[config.mk]
export PLATFORM = sky130hd
export DESIGN_NAME = wide_add_sequencer
export DESIGN_NICKNAME = d
export VERILOG_FILES = /design/src/rtl/wide_add_pkg.sv /design/src/rtl/wide_add_sequencer_cla_slice.sv /design/src/rtl/wide_add_sequencer.sv
export SDC_FILE = /design/constraint.sdc
export NUM_CORES = 1
export LEC_CHECK = 0
export CORE_ASPECT_RATIO = 2
export CORE_MARGIN = 2
export CORE_UTILIZATION = 37
export DETAILED_ROUTE_END_ITERATION = 10
export PLACE_DENSITY = 0.7
export SLEW_MARGIN = 20
export SYNTH_ARGS = -nofsm -noshare
export SYNTH_HDL_FRONTEND = slang
export SYNTH_HIERARCHICAL = 1
export SYNTH_SLANG_ARGS = --single-unit
[constraint.sdc]
create_clock -name clk -period 4.9 [get_ports clk]
set_input_delay 1.225 -clock clk [delete_from_list [all_inputs] [get_ports clk]]
set_output_delay 1.225 -clock clk [all_outputs]
set_load 0.01 [all_outputs]
[src/rtl/wide_add_pkg.sv]
// Shared types and width helpers for the wide add sequencer.
// Latency: n/a (declarations only).
// Backpressure: n/a.
//
// Contents: the sequencer state enum and the constant functions that
// derive the total operand width and the slice-index width.
package wide_add_pkg;

  typedef enum logic [1:0] {
    IDLE = 2'd0,
    RUN  = 2'd1,
    DONE = 2'd2
  } state_t;

  // Total operand width W = SLICE_W * NUM_SLICES.
  function automatic int total_width(input int slice_w, input int num_slices);
    return slice_w * num_slices;
  endfunction

  // Width of the slice counter; at least one bit so the register exists.
  function automatic int idx_width(input int num_slices);
    return (num_slices > 1) ? $clog2(num_slices) : 1;
  endfunction

endpackage

[src/rtl/wide_add_sequencer_cla_slice.sv]
// Combinational SLICE_W-bit carry-lookahead adder slice.
// Latency: 0 cycles (purely combinational).
// Backpressure: none (no handshake).
//
// Ports:
//   a, b  SLICE_W-bit addends
//   ci    carry in to bit 0
//   s     SLICE_W-bit sum
//   co    carry out of the top bit
module cla_slice #(
  parameter int SLICE_W = 16
) (
  input  logic [SLICE_W-1:0] a,
  input  logic [SLICE_W-1:0] b,
  input  logic               ci,
  output logic [SLICE_W-1:0] s,
  output logic               co
);

  logic [SLICE_W-1:0] g;
  logic [SLICE_W-1:0] p;
  logic [SLICE_W:0]   c;

  assign g = a & b;
  assign p = a ^ b;

  // Carry into bit n as a flat sum of products:
  //   c[n] = OR_j ( g[j] & p[j+1] & ... & p[n-1] )  |  ( p[0] & ... & p[n-1] & ci )
  // Each carry is built directly from g/p/ci, never from a lower carry.
  function automatic logic lookahead(input logic [SLICE_W-1:0] gv,
                                     input logic [SLICE_W-1:0] pv,
                                     input logic               cv,
                                     input int                 n);
    logic acc;
    logic term;
    acc = 1'b0;
    for (int j = 0; j < n; j++) begin
      term = gv[j];
      for (int k = j + 1; k < n; k++) begin
        term = term & pv[k];
      end
      acc = acc | term;
    end
    term = cv;
    for (int k = 0; k < n; k++) begin
      term = term & pv[k];
    end
    acc = acc | term;
    return acc;
  endfunction

  assign c[0] = ci;

  for (genvar i = 1; i <= SLICE_W; i++) begin : g_carry
    assign c[i] = lookahead(g, p, ci, i);
  end

  assign s  = p ^ c[SLICE_W-1:0];
  assign co = c[SLICE_W];

endmodule

[src/rtl/wide_add_sequencer.sv]
// Wide adder that reuses one SLICE_W-bit CLA slice, LS slice first, carry registered between slices.
// Latency: NUM_SLICES cycles from accept to out_valid; issue interval NUM_SLICES+2.
// Backpressure: result held in DONE (sum/cout frozen) until out_ready; in_ready low while busy.
//
// Ports:
//   clk, rst_n           clock, synchronous active-low reset
//   in_valid/in_ready    operand handshake (in_ready depends on state only)
//   a, b, cin            W-bit operands and carry in
//   out_valid/out_ready  result handshake
//   sum, cout            A + B + cin mod 2^W, and carry out of bit W-1
//   busy                 high while an operation is in flight or awaiting pickup
module wide_add_sequencer
  import wide_add_pkg::*;
#(
  parameter  int SLICE_W    = 16,
  parameter  int NUM_SLICES = 4,
  localparam int W          = total_width(SLICE_W, NUM_SLICES),
  localparam int IW         = idx_width(NUM_SLICES)
) (
  input  logic         clk,
  input  logic         rst_n,
  input  logic         in_valid,
  output logic         in_ready,
  input  logic [W-1:0] a,
  input  logic [W-1:0] b,
  input  logic         cin,
  output logic         out_valid,
  input  logic         out_ready,
  output logic [W-1:0] sum,
  output logic         cout,
  output logic         busy
);

  state_t state;
  state_t state_nxt;

  logic [W-1:0]       a_reg;
  logic [W-1:0]       b_reg;
  logic [W-1:0]       sum_reg;
  logic               carry_reg;
  logic               cout_reg;
  logic [IW-1:0]      idx;

  logic [31:0]        base;
  logic               last;
  logic [SLICE_W-1:0] slice_s;
  logic               slice_co;

  // Bit offset of the slice currently being processed.
  assign base = 32'(idx) * 32'(SLICE_W);
  assign last = (idx == IW'(NUM_SLICES - 1));

  cla_slice #(
    .SLICE_W (SLICE_W)
  ) u_cla_slice (
    .a  (a_reg[base +: SLICE_W]),
    .b  (b_reg[base +: SLICE_W]),
    .ci (carry_reg),
    .s  (slice_s),
    .co (slice_co)
  );

  // State register.
  always_ff @(posedge clk) begin
    if (!rst_n) begin
      state <= IDLE;
    end else begin
      state <= state_nxt;
    end
  end

  // Next state and handshake outputs; outputs are decoded from state alone.
  always_comb begin
    state_nxt = state;
    in_ready  = 1'b0;
    out_valid = 1'b0;
    busy      = 1'b0;
    case (state)
      IDLE: begin
        in_ready = 1'b1;
        if (in_valid) begin
          state_nxt = RUN;
        end
      end
      RUN: begin
        busy = 1'b1;
        if (last) begin
          state_nxt = DONE;
        end
      end
      DONE: begin
        busy      = 1'b1;
        out_valid = 1'b1;
        if (out_ready) begin
          state_nxt = IDLE;
        end
      end
      default: begin
        state_nxt = IDLE;
      end
    endcase
  end

  // Datapath. sum is not cleared on accept: partial slices overwrite it
  // during RUN and it is only meaningful once out_valid is high.
  always_ff @(posedge clk) begin
    if (!rst_n) begin
      a_reg     <= '0;
      b_reg     <= '0;
      sum_reg   <= '0;
      carry_reg <= 1'b0;
      cout_reg  <= 1'b0;
      idx       <= '0;
    end else begin
      case (state)
        IDLE: begin
          if (in_valid) begin
            a_reg     <= a;
            b_reg     <= b;
            carry_reg <= cin;
            idx       <= '0;
          end
        end
        RUN: begin
          sum_reg[base +: SLICE_W] <= slice_s;
          carry_reg                <= slice_co;
          if (last) begin
            cout_reg <= slice_co;
            idx      <= '0;
          end else begin
            idx <= idx + IW'(1);
          end
        end
        default: begin
          // DONE: hold everything until the consumer takes the result.
        end
      endcase
    end
  end

  assign sum  = sum_reg;
  assign cout = cout_reg;

endmodule

==> results of run 1 <==
[worst paths after layout]
| kind | start | endpoint | slack [ps] | cells past startpoint |
|---|---|---|---|---|
| worst min-delay path | sum[37] | sum[37] | 450 | 2 |
| worst max register to register | idx[0] | sum[47] | 1180 | 11 |
| worst min register to register | sum[37] | sum[37] | 450 | 2 |
| worst max-delay path | idx[0] | sum[47] | 1180 | 11 |
[routing by layer]
layer / vias to the layer above / share of wire, %
met4: 0 / 6.4
met5: - / 0
met3: 61 / 2.8
met1: 3455 / 36
li1: 3618 / -
met2: 197 / 55
[metrics by stage]
stage / instances / hold slack (ps) / cell area (µm²) / setup slack (ps) / utilization [%]
2_1_floorplan: 971 / 440 / 8960 / 1700 / -
3_3_place_gp: 1397 / 435 / 11000 / 1320 / 46.0
3_5_place_dp: 1397 / 443 / 11000 / 1210 / 46.0
4_1_cts: 1429 / 456 / 11600 / 1200 / 48.5
5_1_grt: 1430 / 467 / 11600 / 913 / 48.6
6_report: 1430 / 452 / 11600 / 1180 / 48.6
[power by group through the flow]
stage          registers, mW  logic (mW)  clock network, mW
6_report                1.86        1.11               1.41
5_1_grt                 1.88        1.22               1.50
4_1_cts                 1.87        1.11               1.43
3_5_place_dp            1.90        1.11                  0
3_3_place_gp            1.90        1.09                  0
2_1_floorplan           1.86       0.790                  0
[logic make-up after synthesis]
logic type | count (synthesis) | share of synthesized area [%]
and+or+nand+nor | 394 | 18.2
AOI/OAI and AO/OA | 230 | 19.2
DFF | 198 | 44.2
buffers and inverters | 78 | 5.28
muxes | 34 | 8.26
adders and majority gates | 26 | 3.71
xor gates and xnor gates | 11 | 1.08
[Yosys cell counts, drive strengths merged (2+ instances only)]
cell type,count
xnor2,9
a21boi,149
and2,3
nand2b,2
clkbuf,18
ha,25
a21oi,6
nand3,2
a21o,6
inv,10
nand2,347
mux2i,2
o21a,3
a32oi,2
xor2,2
nand4,19
mux4,32
dfxtp,198
buf,50
a311oi,2
o31ai,3
nor2b,5
o21ai,53
nor3,2
nor3b,2
nor2,9
[tightest hold or removal path, delay by kind of cell, from the launching register on]
kind / cells / cell delay [ps]
DFF: 1 / 310
and+or+nand+nor: 1 / 50
AOI/OAI and AO/OA: 1 / 50
[layout make-up]
type / instances / area [µm²]
clock inverters: 14 / 155
multi-input cells: 695 / 4540
diodes: 1 / 2.50
repair buffers: 207 / 2060
fillers: 2294 / 12300
clock buffers: 18 / 439
flip-flops and latches: 198 / 3970
well taps: 287 / 359
inverters: 10 / 37.5
==> results.txt, run 1 <==
----------------------------------------------------
[STA]
  Total negative slack for setup checks ... 0 ps
  Crit share post-route ... 76.0%
  Max Clock Freq ... about 270 MHz
  Worst max-slew margin expressed relative to the limit ... between 30% and 40%
  Setup repair after global routing missed its margin ... no
  Worst-margin pin slew ... 946 ps
  Time the final worst path needs with I/O delays and setup ... 3720 ps
  Final hold viol count ... 0
  Number of setup violations in the final report ... 0
  Pins Over Slew Limit ... 0
  Worst Skew ... 12.3 ps

[Power and ir drop]
  Total power consumption of the routed design ... 4.38 mW
  Static power due to leakage ... 4.27 nW
  Sw Share ... 33.4%
  Net switching power ... 1.46 mW
  Total power divided by cell area ... 379 nW/µm²
  Internal power ... 2.92 mW
  Gate power share ... 25.3%
  Seq pwr share ... 42.5%
  Worst VDD drop ... about 0.18 mV
  Clock network fraction of total power ... 32.1%

[GRT]
  Routing layer with the top usage in global route ... met2
  GRT met1 Usage ... 20.6%
  Global-route met2 utilization ... 38.5%
  Total global-route track usage ... between 20% and 30%
  Antenna violations before repair ... 1
  Via count of the first global-routing pass ... 7,404
  Wire length of the first global-routing pass ... 39.8 mm
  Largest net degree at the start of global routing ... approximately 110
  GR Overflow Total ... 0
  Met3 Usage GRT ... under 10%

[CTS]
  TritonCTS Buffers ... 17
  CTS root buf ... clkbuf_16
  Clock insertion delay at the later pin of the skew report ... 440 ps
  Number of post-CTS setup repair buffers ... 0
  Total clock sinks ... 198
  Post-CTS sizing ... 0
  Number of buffers added to fix hold violations after cts ... 0
  CTS tree ... done
  H-tree Lvls ... 4
  Clock transition at the registers of the reported paths ... approximately 80 ps
  Maximum clock path buffer count ... 2

[Place]
  Number of port buffers ... 200
  Detailed placer's ending HPWL ... 19.6 mm
  Final weighted congestion of routability-driven global placement ... about 0.86

[Yosys]
  Count of warnings emitted by yosys ... 6
  Biggest area consumer among synthesized cells ... dfxtp_1
  Synthesized area ... 8960 µm²
  Cells after synthesis ... between 900 and 1,000
  Async set-or-reset flop fraction in the synthesized netlist ... 0%
  Cell types occupying the most area after synthesis ... dfxtp_1 (44%), nand2_1 (15%), a21boi_0 (11%)
  Number of distinct standard cells referenced by the synthesized netlist ... 49
  Mean instance size in the synthesized netlist ... between 9 and 10 µm²
  Top FF cell, synth ... dfxtp_1
  Share of the synthesized area in the top cell type ... 44.2%
  Number of synthesized register bits ... 198
  Post-Syn Nets ... 1,130
  Number of flops mapped to enable cells by yosys ... 0
  Sequential area share after synthesis ... 44.2%

[Setup path]
  Max incr delay on CP ... 770 ps
  Crit path max fanout ... 23
  Type of destination of the critical path ... register
  Kind of critical path ... register to register
  Startpoint kind of the worst setup timing path ... register
  Worst path bufs/invs ... 1
  Arrival @ worst endpoint ... 4070 ps
  Required time of the critical path ... 5250 ps
  Critical path cell sequence ... buf_4, mux4_2, ha_1, and2_1, a221oi_2, o21ai_0, a21o_2, o31ai_4, xnor2_1, nand2_1, o21ai_0
  Most repeated library cell on the critical path ... o21ai_0
  Dominant delay contributor by cell family on the critical path ... compound AO/OA/AOI/OAI gates
  Highest-delay cell along the critical path ... dfxtp_2

[Floorplan]
  Effective utilization at floorplan ... 37.6%
  Die outline width ... 114 µm
  Floorplan core area ... 23,800 µm²
  Full die area ... around 26,000 µm²
  Die span in y ... 224 µm
  Rows ... 80
  Number of I/O pins ... 201

[Route]
  Number of design-rule violations left by the first detailed-router iteration ... around 330
  Routed WL per cell ... around 18 µm
  Pre-Repair DR Iteration Count ... 4
  Routed via count ... 7,331
  Vias per inst ... 5.13
  DRC violations left ... 0
  Routed wire length ... 25.9 mm
  Residual antenna-violating net count after detailed routing ... 0

[Cells and area]
  Most common library cell in the layout ignoring fill and taps ... nand2_1
  Most used cells in the layout excluding fill and tap cells ... nand2_1 (346), clkdlybuf4s50_1 (199), dfxtp_1 (196)
  Ratio of cells with drive above 1 in the final layout ... 9.98%
  Net count reported at finish ... ~1,300
  Layout Area Growth over Synthesis ... 29.1%

[Run]
  Max-cap violation count ... 0

[Min path]
  Path category of the worst min-delay check ... register to register

[Run status]
  Status ... completed

----------------------------------------------------
Power figures use the tool's default switching activity.
==> run 2, diff against run 1 <==
==> constraint.sdc (replaced) <==
create_clock -name clk -period 3.8 [get_ports clk]
set_input_delay 0.95 -clock clk [delete_from_list [all_inputs] [get_ports clk]]
set_output_delay 0.95 -clock clk [all_outputs]
set_load 0.01 [all_outputs]
==> results.txt, run 2 (same netlist as run 1, synthesis figures left out) <==
----------------------------------------------------
[Run status]
  Status ... completed

[Setup path]
  Kind of critical path ... register to register
  Type of destination of the critical path ... register
  Critical Path Source ... idx[0]
  Source of the worst register-to-register timing path ... idx[0]
  Startpoint kind of the worst setup timing path ... register
  Arrival @ worst endpoint ... 3600 ps (-470 ps)
  Worst R2R Setup Slack ... 550 ps (-630 ps)
  Capturing point of the worst reg2reg path ... sum[42]
  Required time of the critical path ... 4150 ps (-1100 ps)
  Crit path max fanout ... 16 (-30%)
  Depth of the most critical reg-to-reg path ... 11 (unchanged)
  Destination of the critical timing path ... sum[42]

[Floorplan]
  Number of I/O pins ... 201 (unchanged)
  Floorplan core area ... 23,800 µm² (unchanged)
  Rows ... 80 (unchanged)
  Die span in y ... 224 µm (unchanged)
  Full die area ... 25,600 µm² (unchanged)
  Effective utilization at floorplan ... 37.6% (unchanged)
  Die outline width ... 114 µm (unchanged)

[Route]
  Routed WL per cell ... 18.4 µm (+1.7%)
  Routed wire length ... 26.4 mm (+2.1%)
  Vias per inst ... 5.11 (-0.40%)
  Number of design-rule violations left by the first detailed-router iteration ... 422 (+26%)
  DRC violations left ... 0 (unchanged)
  Pre-Repair DR Iteration Count ... 4 (unchanged)
  Routed via count ... 7,327 (-0.055%)
  Residual antenna-violating net count after detailed routing ... 0 (unchanged)

[Cells and area]
  Net count reported at finish ... 1,293 (+0.39%)
  Layout Area Growth over Synthesis ... 29.4%
  Most used cells in the layout excluding fill and tap cells ... nand2_1 (346), clkdlybuf4s50_1 (199), dfxtp_1 (196)
  Finished Core Util ... 48.7% (+0.14 points)
  Ratio of cells with drive above 1 in the final layout ... 10.3% (+0.31 points)
  Filler instances ... 2,286 (-0.35%)
  Final cell count without fillers ... 1,435 (+0.35%)
  Most common library cell in the layout ignoring fill and taps ... nand2_1

[STA]
  Max Clock Freq ... 308 MHz (+15%)
  Worst slack on hold paths ... 455 ps (+2.62 ps)
  Crit share post-route ... 85.5% (+9.5 points)
  Time the final worst path needs with I/O delays and setup ... 3250 ps (-473 ps)
  Final hold viol count ... 0 (unchanged)
  Final Worst Setup Slack ... 551 ps (-627 ps)
  Worst-margin pin slew ... 936 ps (-10.3 ps)
  Pins Over Slew Limit ... 0 (unchanged)
  Worst max-slew margin expressed relative to the limit ... 37.2% (+0.69 points)
  Worst Skew ... 14.8 ps (+2.40 ps)
  Total negative slack for setup checks ... 0 ps (unchanged)
  Setup repair after global routing missed its margin ... no
  Number of setup violations in the final report ... 0 (unchanged)

[Place]
  Number of port buffers ... 200 (unchanged)
  Final weighted congestion of routability-driven global placement ... 0.882 (+2.1%)
  Cell count after placement ... 1,402 (+0.36%)
  Placement Setup Slack ... 576 ps (-635 ps)
  Detailed placer's ending HPWL ... 20.3 mm (+3.3%)

[CTS]
  Clock transition at the registers of the reported paths ... 80 ps (about the same)
  Total clock sinks ... 198 (unchanged)
  Clock insertion delay at the later pin of the skew report ... 440 ps (about the same)
  H-tree Lvls ... 4 (unchanged)
  Number of post-CTS setup repair buffers ... 0 (unchanged)
  CTS root buf ... clkbuf_16
  CTS tree ... done
  Post-CTS sizing ... 0 (unchanged)
  TritonCTS Buffers ... 17 (unchanged)
  Maximum clock path buffer count ... 2 (unchanged)
  Number of buffers added to fix hold violations after cts ... 0 (unchanged)

[Power and ir drop]
  Worst VDD drop ... 0.260 mV (+44%)
  Static power due to leakage ... 4.30 nW (+0.69%)
  Total power divided by cell area ... 487 nW/µm² (+29%)

[Min path]
  Path category of the worst min-delay check ... register to register

[GRT]
  GR Overflow Total ... 0 (unchanged)
  Total global-route track usage ... 20.9% (+0.38 points)
  Via count of the first global-routing pass ... 7,446 (+0.57%)
  Wire length of the first global-routing pass ... 40.5 mm (+1.6%)
  Antenna violations before repair ... 1 (unchanged)
  Largest net degree at the start of global routing ... 104 (-4.6%)

[Run]
  Max-cap violation count ... 0 (unchanged)

----------------------------------------------------
-- run 2: final cells by class --
cell class / instances / area, µm² / area share, %
Sequential cell: 198 / 3970 / 34.2
Clock inverter: 13 / 130 / 1.12
Timing Repair Buffer: 212 / 2130 / 18.3
Multi-Input combinational cell: 695 / 4540 / 39.1
Antenna cell: 1 / 2.50 / 0.0216
Inverter: 10 / 37.5 / 0.324
Clock buffer: 19 / 443 / 3.82
Tap cell: 287 / 359 / 3.10
-- run 2: how the worst min path moves through the flow --
| stage | to | slack [ps] | from | cells after the start |
|---|---|---|---|---|
| after floorplan | a_reg[35] | 440 | a_reg[35] | 2 |
| after global placement | sum[17] | 440 | sum[17] | 2 |
| after detailed placement | sum[54] | 440 | sum[54] | 2 |
| after CTS | sum[39] | 460 | sum[39] | 2 |
| after global routing | sum[40] | 470 | sum[40] | 2 |
| final | sum[8] | 450 | sum[8] | 2 |
-- run 2: metal layers --
layer	part of all wire, %	vias up	GRT usage [%]
li1	-	3623	-
met1	35	3465	20.9
met2	57	185	39.8
met3	2.8	54	2.38
met4	5.3	0	13.5
met5	0	-	0
-- run 2: where the power goes --
part           switching, mW  total (mW)  internal (mW)
combinational          0.843        1.45          0.606
clock                  0.902        1.80          0.895
sequential             0.139        2.41           2.27
total                   1.88        5.65           3.77
-- run 2: critical path: stages (launching register included) --
cell and delay [ps]:
dfxtp_2 450, buf_4 290, mux4_2 570, ha_1 380
a21o_1 170, a21oi_1 160, o221ai_2 160, a21o_2 250
a21oi_1 180, xnor2_1 200, nand2_1 170, o21ai_0 170
-- run 2: per-stage QoR --
step	power [mW]	instance area (µm²)
final	5.65	11600
after global routing	5.91	11600
after CTS	5.69	11600
after detailed placement	3.91	11000
after global placement	3.89	11000
after floorplan	3.41	8960
==> run 3, diff against run 2 <==
--- a/config.mk
+++ b/config.mk
@@ -7,9 +7,9 @@
 export LEC_CHECK = 0
 export CORE_ASPECT_RATIO = 2
 export CORE_MARGIN = 2
-export CORE_UTILIZATION = 37
+export CORE_UTILIZATION = 51
 export DETAILED_ROUTE_END_ITERATION = 10
-export PLACE_DENSITY = 0.7
+export PLACE_DENSITY = 0.89
 export SLEW_MARGIN = 20
 export SYNTH_ARGS = -nofsm -noshare
 export SYNTH_HDL_FRONTEND = slang
==> results.txt, run 3 (same netlist as run 1, synthesis figures left out) <==
----------------------------------------------------
[Run status]
  Status ... completed

[Setup path]
  Kind of critical path ... register to register
  Startpoint kind of the worst setup timing path ... register
  Dominant delay contributor by cell family on the critical path ... compound AO/OA/AOI/OAI gates
  Worst R2R Setup Slack ... 500 ps (-50 ps)
  Highest-delay cell along the critical path ... mux4_2
  Crit path max fanout ... 14 (-2)
  Max incr delay on CP ... 550 ps (-20 ps)
  Required time of the critical path ... 4150 ps (about the same)
  Critical path cell sequence ... buf_4, mux4_2, ha_1, and2_1, a221oi_2, o21ai_0, a21o_2, a21oi_1, xnor2_1, nand2_1, o21ai_2
  Worst path bufs/invs ... 1 (unchanged)
  Arrival @ worst endpoint ... 3650 ps (+50 ps)
  Type of destination of the critical path ... register

[CTS]
  Number of buffers added to fix hold violations after cts ... 0 (unchanged)
  Post-CTS sizing ... 0 (unchanged)
  Clock transition at the registers of the reported paths ... 70 ps (about the same)
  Clock insertion delay at the later pin of the skew report ... 440 ps (about the same)
  CTS tree ... done
  Total clock sinks ... 198 (unchanged)
  H-tree Lvls ... 4 (unchanged)
  Number of post-CTS setup repair buffers ... 0 (unchanged)
  Maximum clock path buffer count ... 2 (unchanged)
  CTS root buf ... clkbuf_16
  TritonCTS Buffers ... 17 (unchanged)

[Power and ir drop]
  Gate power share ... 25.5% (about the same)
  Static power due to leakage ... 4.30 nW (about the same)
  Clock network fraction of total power ... 32.2% (+0.4 points)
  Internal power ... 3.89 mW (+3.2%)
  Seq pwr share ... 42.3% (-0.3 points)
  Sw Share ... 31.4% (-2.0 points)
  Total power divided by cell area ... 492 nW/µm² (+1.0%)
  Worst VDD drop ... 0.293 mV (+13%)
  Net switching power ... 1.78 mW (-5.7%)

[Route]
  Pre-Repair DR Iteration Count ... 5 (+1)
  DRC violations left ... 0 (unchanged)
  Routed WL per cell ... 18.3 µm (-0.81%)
  Residual antenna-violating net count after detailed routing ... 0 (unchanged)
  Vias per inst ... 5.57 (+9.0%)
  Routed wire length ... 24.8 mm (-6.1%)
  Number of design-rule violations left by the first detailed-router iteration ... 424 (+0.47%)
  Routed via count ... 7,561 (+3.2%)

[Min path]
  Path category of the worst min-delay check ... register to register

[GRT]
  Via count of the first global-routing pass ... 7,514 (+0.91%)
  GR Overflow Total ... 0 (unchanged)
  Antenna violations before repair ... 2 (+1)
  Wire length of the first global-routing pass ... 38.7 mm (-4.4%)
  Largest net degree at the start of global routing ... 129 (+24%)
  Total global-route track usage ... 26.6% (+5.6 points)

[STA]
  Final hold viol count ... 0 (unchanged)
  Crit share post-route ... 86.9% (+1.4 points)
  Number of setup violations in the final report ... 0 (unchanged)
  Time the final worst path needs with I/O delays and setup ... 3300 ps (+51.7 ps)
  Final Worst Setup Slack ... 499 ps (-51.7 ps)
  Worst Skew ... 14.8 ps (+0.0235 ps)
  Setup repair after global routing missed its margin ... no
  Worst-margin pin slew ... 908 ps (-27.4 ps)
  Total negative slack for setup checks ... 0 ps (unchanged)
  Worst max-slew margin expressed relative to the limit ... 39.4% (+2.2 points)
  Max Clock Freq ... 303 MHz (-1.6%)
  Pins Over Slew Limit ... 0 (unchanged)

[Cells and area]
  Layout Area Growth over Synthesis ... 28.5%
  Net count reported at finish ... 1,292 (-0.077%)
  Ratio of cells with drive above 1 in the final layout ... 10.1% (-0.17 points)
  Most used cells in the layout excluding fill and tap cells ... nand2_1 (346), clkdlybuf4s50_1 (199), dfxtp_1 (196)
  Filler instances ... 1,319 (-42%)
  Most common library cell in the layout ignoring fill and taps ... nand2_1

[Floorplan]
  Number of I/O pins ... 201 (unchanged)
  Die outline width ... 97.7 µm (-14%)
  Floorplan core area ... 17,300 µm² (-27%)
  Rows ... 68 (-15%)
  Full die area ... 18,700 µm² (-27%)
  Effective utilization at floorplan ... 51.9% (+14 points)
  Die span in y ... 191 µm (-15%)

[Place]
  Detailed placer's ending HPWL ... 18.6 mm (-8.2%)
  Placement Setup Slack ... 584 ps (+8.10 ps)
  Number of port buffers ... 200 (unchanged)
  Final weighted congestion of routability-driven global placement ... 0.981 (+11%)

[Run]
  Max-cap violation count ... 0 (unchanged)

----------------------------------------------------
## run 3: cell types whose count changed in the layout (fill, tap and decap cells not counted)
cell       before  now
clkinv_2        0    1
clkinv_4        1    3
buf_12          3    2
bufinv_16       0    2
diode_2         1    2
clkinv_8        1    0
clkbuf_1        1    2
inv_6           6    2
clkbuf_8        1    2
inv_8           4    2
## run 3: final timing paths
check	from	endpoint	cells past startpoint
setup / recovery	idx[0]	sum[62]	11
hold / removal	sum[17]	sum[17]	2
setup reg to reg	idx[0]	sum[62]	11
hold reg to reg	sum[17]	sum[17]	2
## run 3: layout make-up
| cell class | count | area, µm² | share of cell area, % |
|---|---|---|---|
| clock inverter | 11 | 139 | 1.21 |
| timing repair buffer | 211 | 2110 | 18.3 |
| sequential | 198 | 3970 | 34.4 |
| multi-input combinational | 695 | 4540 | 39.4 |
| tap | 210 | 263 | 2.28 |
| antenna | 2 | 5.00 | 0.0435 |
| inverter | 10 | 37.5 | 0.326 |
| clock buffer | 21 | 460 | 4.00 |
## run 3: layer usage
layer / GRT usage, % / wire, µm / vias to the layer above
li1: - / - / 3617
met5: 0 / 0 / -
met2: 49.4 / 13400 / 300
met1: 27.0 / 8620 / 3556
met4: 19.5 / 1860 / 0
met3: 2.82 / 942 / 88
## run 3: power groups by stage
stage | combinational (mW) | clock (mW) | sequential (mW)
floorplan | 1.02 | 0 | 2.39
global placement | 1.39 | 0 | 2.43
detailed placement | 1.42 | 0 | 2.44
CTS | 1.44 | 1.83 | 2.39
global route | 1.57 | 1.92 | 2.41
finish | 1.45 | 1.82 | 2.40
## run 3: metrics by stage
stage | total power, mW | cell area (µm²) | hold slack, ps | std cells | utilization, %
after global placement | 3.83 | 10900 | 434 | 1324 | 63.2
after global routing | 5.91 | 11500 | 480 | 1358 | 66.7
final | 5.67 | 11500 | 454 | 1358 | 66.7
after detailed placement | 3.86 | 10900 | 442 | 1324 | 63.2
after CTS | 5.67 | 11500 | 458 | 1356 | 66.6
after floorplan | 3.41 | 8960 | 440 | 971 | -
## run 3: worst min-delay path, cell delays in order (launching register included)
cell and delay (ps):
dfxtp_1 320, nand2_1 40, o21ai_0 60
